[src/rtl/deserializador_rx.sv]
// -----------------------------------------------------------------------------
// deserializador_rx
//   Serial-to-parallel receiver with comma-based link lock.
//   Bytes arrive MSB first, one bit per clk_32f cycle. Byte boundaries are
//   fixed by reset release: the first non-reset edge samples bit 7 of byte 0.
//   The receiver stays in SEARCH until BC_LOCK consecutive COM bytes are
//   seen, then stays ACTIVE until reset, presenting every non-COM byte.
//
// Parameters
//   COM       comma/idle symbol sent when no lane data is valid
//   BC_LOCK   consecutive COM bytes required to declare the link active (1..7)
//
// Ports
//   clk_32f      in   bit clock, all state updates on its rising edge
//   reset        in   synchronous active-high reset
//   data_in      in   serial bit stream, MSB first
//   data_out     out  last recovered non-COM byte
//   valid_out    out  data_out carries a data byte for this byte period
//   active       out  link locked
//   byte_strobe  out  one-cycle pulse after each byte-completing edge
// -----------------------------------------------------------------------------
module deserializador_rx #(
  parameter logic [7:0]  COM     = 8'hBC,
  parameter int unsigned BC_LOCK = 4
) (
  input  logic       clk_32f,
  input  logic       reset,
  input  logic       data_in,
  output logic [7:0] data_out,
  output logic       valid_out,
  output logic       active,
  output logic       byte_strobe
);

  localparam int unsigned BYTE_W = 8;
  localparam int unsigned CNT_W  = 3;

  localparam logic [CNT_W-1:0] LAST_BIT = 3'(BYTE_W - 1);
  // One bit wider than bc_cnt so the increment never wraps before the compare.
  localparam logic [CNT_W:0]   LOCK_N   = 4'(BC_LOCK);
  localparam logic [CNT_W-1:0] LOCK_SAT = 3'(BC_LOCK);

  typedef enum logic {
    SEARCH = 1'b0,
    ACTIVE = 1'b1
  } state_t;

  state_t              state;
  logic [CNT_W-1:0]    bit_cnt;
  logic [CNT_W-1:0]    bc_cnt;
  // Only the seven most recent bits are ever needed: the eighth comes
  // straight from data_in on the completing edge.
  logic [BYTE_W-2:0]   shift;

  logic [BYTE_W-1:0]   byte_c;
  logic                complete_c;
  logic [CNT_W:0]      bc_next_c;
  logic                lock_c;

  // Byte assembly and lock-threshold decode.
  always_comb begin
    byte_c     = {shift, data_in};
    complete_c = (bit_cnt == LAST_BIT);
    bc_next_c  = {1'b0, bc_cnt} + 4'd1;
    lock_c     = (bc_next_c >= LOCK_N);
  end

  // Bit alignment, lock FSM and registered outputs.
  always_ff @(posedge clk_32f) begin
    if (reset) begin
      state       <= SEARCH;
      bit_cnt     <= '0;
      bc_cnt      <= '0;
      shift       <= '0;
      data_out    <= '0;
      valid_out   <= 1'b0;
      active      <= 1'b0;
      byte_strobe <= 1'b0;
    end else begin
      bit_cnt     <= bit_cnt + 3'd1;
      shift       <= byte_c[BYTE_W-2:0];
      byte_strobe <= complete_c;

      if (complete_c) begin
        case (state)
          SEARCH: begin
            // The COM byte that completes lock never produces valid data.
            if (byte_c == COM) begin
              if (lock_c) begin
                state  <= ACTIVE;
                active <= 1'b1;
                bc_cnt <= LOCK_SAT;
              end else begin
                bc_cnt <= bc_next_c[CNT_W-1:0];
              end
            end else begin
              bc_cnt <= '0;
            end
          end

          ACTIVE: begin
            // COM marks an idle byte period: drop valid, keep the last data.
            if (byte_c != COM) begin
              data_out  <= byte_c;
              valid_out <= 1'b1;
            end else begin
              valid_out <= 1'b0;
            end
          end

          default: state <= SEARCH;
        endcase
      end
    end
  end

endmodule

[config.mk]
export PLATFORM = sky130hd
export DESIGN_NAME = deserializador_rx
export DESIGN_NICKNAME = d
export VERILOG_FILES = /design/src/rtl/deserializador_rx.sv
export SDC_FILE = /design/constraint.sdc
export NUM_CORES = 1
export LEC_CHECK = 0
export CORE_MARGIN = 1
export CORE_UTILIZATION = 54
export CTS_BUF_LIST = sky130_fd_sc_hd__clkbuf_16
export CTS_CLUSTER_DIAMETER = 50
export DETAILED_ROUTE_END_ITERATION = 8
export PLACE_DENSITY = 0.76
export SLEW_MARGIN = 20
export SYNTH_ARGS = -nofsm -noshare
export SYNTH_HDL_FRONTEND = slang
export SYNTH_SLANG_ARGS = --single-unit
[constraint.sdc]
create_clock -name clk_32f -period 3.4 [get_ports clk_32f]
set_input_delay 0.34 -clock clk_32f [delete_from_list [all_inputs] [get_ports clk_32f]]
set_output_delay 0.34 -clock clk_32f [all_outputs]
set_load 0.03 [all_outputs]
; ---- Word-level counts from Yosys, hierarchy flattened
; Index checks and enable logic that the tools add are counted.
[word_totals]
inputBits = 3
output_inout_bits = 11
rom_bits = 0
mem_count = 0
latch_bits = 0
ramBits = 0
register_bits = 25
elab_cells = 25
[op_classes]
magnitude_cmp = 1
n_mul = 0
n_addsub = 2
n_bitwise = 1
n_eq_ne = 3
mux = 6
reduce_logical = 4
shifts = 0
n_div = 0
[ops]
columns = operator, count
row1 = $eq A8 B8 Y1 const B, 1
row2 = $ne A8 B8 Y1 const B, 1
row3 = $mux W3, 2
row4 = $add A3 B1 Y4 const B, 1
row5 = $ge A4 B3 Y1 const B, 1
row6 = $mux W1, 4
row7 = $reduce_and A2 Y1, 2
row8 = $reduce_and A4 Y1, 1
row9 = $add A3 B1 Y3 const B, 1
row10 = $eq A3 B3 Y1 const B, 1
row11 = $reduce_and A3 Y1, 1
row12 = $not A1 Y1, 1

; ---- Depth between registers and ports, before layout
[logic_depth]
ltp_word = 5
depth_mapped = 7
depth_no_buf = 6

; ---- Worst setup path before layout
; OpenSTA, ideal clock, no wires.
[synth_timing]
path_type = reg2reg
from = reg bit_cnt[0]
to = reg data_out[0]
slack_ps = 1991
stages_incl_launch_ff = 8
setup_ps = 114
t_required_ps = 3286
synth_period_minus_slack_ps = 1409
arrival_ps = 1295
n_path_buf = 1
path_cell_list = dfxtp_1 ha_1 ha_1 nand2_2 o21ba_1 buf_6 nor3b_2 a21o_1
[synth_via]
elab_chain_cells = 2
[synth_lines]
columns = element, line_no
row1 = from (decl), 49  ; logic [CNT_W-1:0] bit_cnt;
row2 = from (signal assigned), 80  ; bit_cnt <= bit_cnt + 3'd1;
row3 = $eq A3 B3 Y1, 63  ; complete_c = (bit_cnt == LAST_BIT);
row4 = $reduce_and A3 Y1 (no line), n/a
row5 = to (signal assigned), 104  ; data_out <= byte_c;
row6 = to (decl), 29  ; output logic [7:0] data_out,
; Every way passes these cells.
; A chain may end at the register's enable or synchronous reset.

; ---- Worst setup path after layout
[layout_timing]
from = reg bit_cnt[0]
to = reg data_out[6]
; Same word-level chain as after synthesis.

==> summary.md <==
| Metric | Value |
|---|---|
| Status | `completed` |
| Number of enable flip-flop cells after synthesis | `0` |
| CP Class | `reg2reg` |
| Diodes inserted | `0` |
| CP Capture Point | `data_out[6]` |
| FF-to-FF Start | `bit_cnt[0]` |
| Placed cells | `128` |
| Tcrit/Tclk final | `49.9%` |
| Largest net degree at the start of global routing | `27` |
| Residual DRC | `0` |
| Area of the core | `1590 um2` |
| Maxcap violations | `0` |
| Setup Buffers After CTS | `0` |
| Detail-routed via count per cell | `5.02` |
| Hold Vio Cnt, Final | `0` |
| Layout area overhead | `22.9%` |
| VDD IR max | `0.000343 V` |
| # port buffers | `13` |
| Worst-Margin Slew | `0.920 ns` |
| Placer Congestion | `0.690` |
| Syn Nets | `101` |
| Final worst setup slack | `1.70 ns` |
| Worst flop-to-flop path endpoint | `data_out[6]` |
| CTS buffer count | `3` |
| Clk buf depth | `2` |
| Worst skew pair latency | `0.26 ns` |
| Die Wd | `44.2 um` |
| Top-area cell type share of the netlist area | `51.9%` |
| Post-route setup TNS | `0 ns` |
| Max frequency | `590 MHz` |
| Worst Path Max Fanout | `10` |
| Iter 0 DRT Violations | `11` |
| Final Util | `74.3%` |
| Post-CTS Hold Buffers | `0` |
| Full die area | `1960 um2` |
| Pre-CTS setup slack | `1.49 ns` |
| TritonRoute pass-1 iters | `4` |
| Vias in the first global route | `605` |
| Initial antenna violation count | `0` |
| Drt wl/cell | `11.1 um` |
| Final min period | `1.70 ns` |
| Path category of the worst min-delay check | `reg2reg` |
| Synth area leader | `dfxtp_1` |
| Design Power | `570 uW` |
| Netlist cell types | `26` |
| Pleak | `0.000504 uW` |
| Vias | `663` |
| YS warnings | `0` |
| Top-Level Pins | `14` |
| Synth top area cells | `dfxtp_1, nor2b_1, nor2_1, ha_1, nor3b_2` |
| Top cells by count, synth | `dfxtp_1, nor2_1, nor2b_1, a21oi_1` |
| Non-Filler Instances | `132` |
| Clk root buf | `clkbuf_16` |
| Power density over the cells | `482 nW/um2` |
| Die Ht | `44.2 um` |
| Syn_area_per_cell | `10.2 um2` |
| Row cnt | `14` |
| Post-synthesis sequential area ratio | `51.9%` |
| Worst Setup SP | `bit_cnt[0]` |
| R2R depth | `6` |
| Unrepaired setup endpoints after global routing | `false` |
| GRT Util Overall | `17.6%` |
| Sink Count | `25` |
| CTS tree | `yes` |
| Resized cells post-CTS | `0` |
| DP HPWL | `976 um` |
| Final slew viol count | `0` |
| Cell with the most instances after synthesis | `dfxtp_1` |
| Crit start category | `flop` |
| Starting Density | `60.4%` |
| Clk_skew | `0.00325 ns` |
| Share of cells above drive strength 1 | `8.33%` |
| Grt total ovfl | `0` |
| Max_slew headroom | `38.4%` |
| Antenna Nets Post-Route | `0` |
| Final setup fails | `0` |
| Clk slew on worst S/H paths | `0.06 ns` |
| Total wire length | `1.46 mm` |
| First-pass GRT wire length | `2.51 mm` |
| Cell count after synthesis | `94` |
| R2R setup slack | `1.70 ns` |
| Most common flop cell mapped by yosys | `dfxtp_1` |
| Post-synthesis async set-or-reset flop share | `0%` |
| Arrival time of the worst setup path | `1.85 ns` |
| Critical Path Sink Type | `flop` |
| Worst Path Required | `3.55 ns` |
| Yosys reg bits | `25` |
| H-Tree Level Count | `1` |
| Cell Area, Synth | `963 um2` |
| Nets | `116` |
## critical path, stage by stage, from the launching register on
cell,delay (ns)
dfxtp_1,0.33
ha_1,0.17
ha_1,0.19
nand2_2,0.14
o21ba_1,0.50
nor3b_2,0.08
a21o_1,0.19
## registers in the layout, indices dropped and copies added, names as in the netlist
register	cells
shift	7
data_out	8
active	1
state	1
byte_strobe	1
bc_cnt	3
valid_out	1
bit_cnt	3
## power by group
part / internal, uW / switching, uW / leakage (uW)
registers: 298 / 2.61 / 0.000203
clock network: 158 / 96.1 / 0.0000409
logic: 7.31 / 8.06 / 0.000261
## per-stage QoR
step	hold WS, ns	area [um2]
6_report	0.426	1180
5_1_grt	0.443	1180
4_1_cts	0.432	1180
3_5_place_dp	0.424	1100
3_3_place_gp	0.407	1100
2_1_floorplan	0.399	963
## worst min-delay path by stage
stage / startpoint / end / slack, ns / depth (start not counted)
2_1_floorplan: bit_cnt[0] / bit_cnt[0] / 0.40 / 1
3_3_place_gp: bit_cnt[0] / bit_cnt[0] / 0.41 / 1
3_5_place_dp: bit_cnt[0] / bit_cnt[0] / 0.42 / 1
4_1_cts: bit_cnt[0] / bit_cnt[0] / 0.43 / 1
5_1_grt: bit_cnt[0] / bit_cnt[0] / 0.44 / 1
6_report: bit_cnt[0] / bit_cnt[0] / 0.43 / 1
## area by class of cell
| class | instances | area [um2] |
|---|---|---|
| Timing Repair Buffer | 13 | 130 |
| Clock inverter | 1 | 5.00 |
| Fill cell | 128 | 410 |
| Sequential cell | 25 | 500 |
| Multi-Input combinational cell | 65 | 439 |
| Inverter | 1 | 3.75 |
| Clock buffer | 3 | 75.1 |
| Tap cell | 24 | 30.0 |
## per-layer routing
layer  share of wire [%]  track usage [%]
met2                  42             26.5
met3                 4.4             3.67
met5                   0                0
met1                  51             23.1
met4                 2.6             10.9
## placed cells by master, fill, tap and decap left out, types with 2 or more instances in the layout
cell type / instances
nor2b_1: 10
clkdlybuf4s50_1: 13
nand3b_1: 3
nor2_1: 14
nor3b_2: 4
a21o_1: 4
clkbuf_16: 3
o21a_1: 4
a21oi_1: 8
nor3_1: 2
ha_1: 4
dfxtp_1: 25
## kinds of logic (layout without fill, tap and decap cells)
group / after synthesis / after routing / share of synthesized area (%)
buf+inv: 4 / 18 / 2.47
simple gates: 39 / 39 / 25.1
fa+ha+maj: 4 / 4 / 5.20
flops: 25 / 25 / 51.9
xor+xnor: 1 / 1 / 0.909
compound gates: 21 / 21 / 14.4
(Power assumes the default switching activity.)
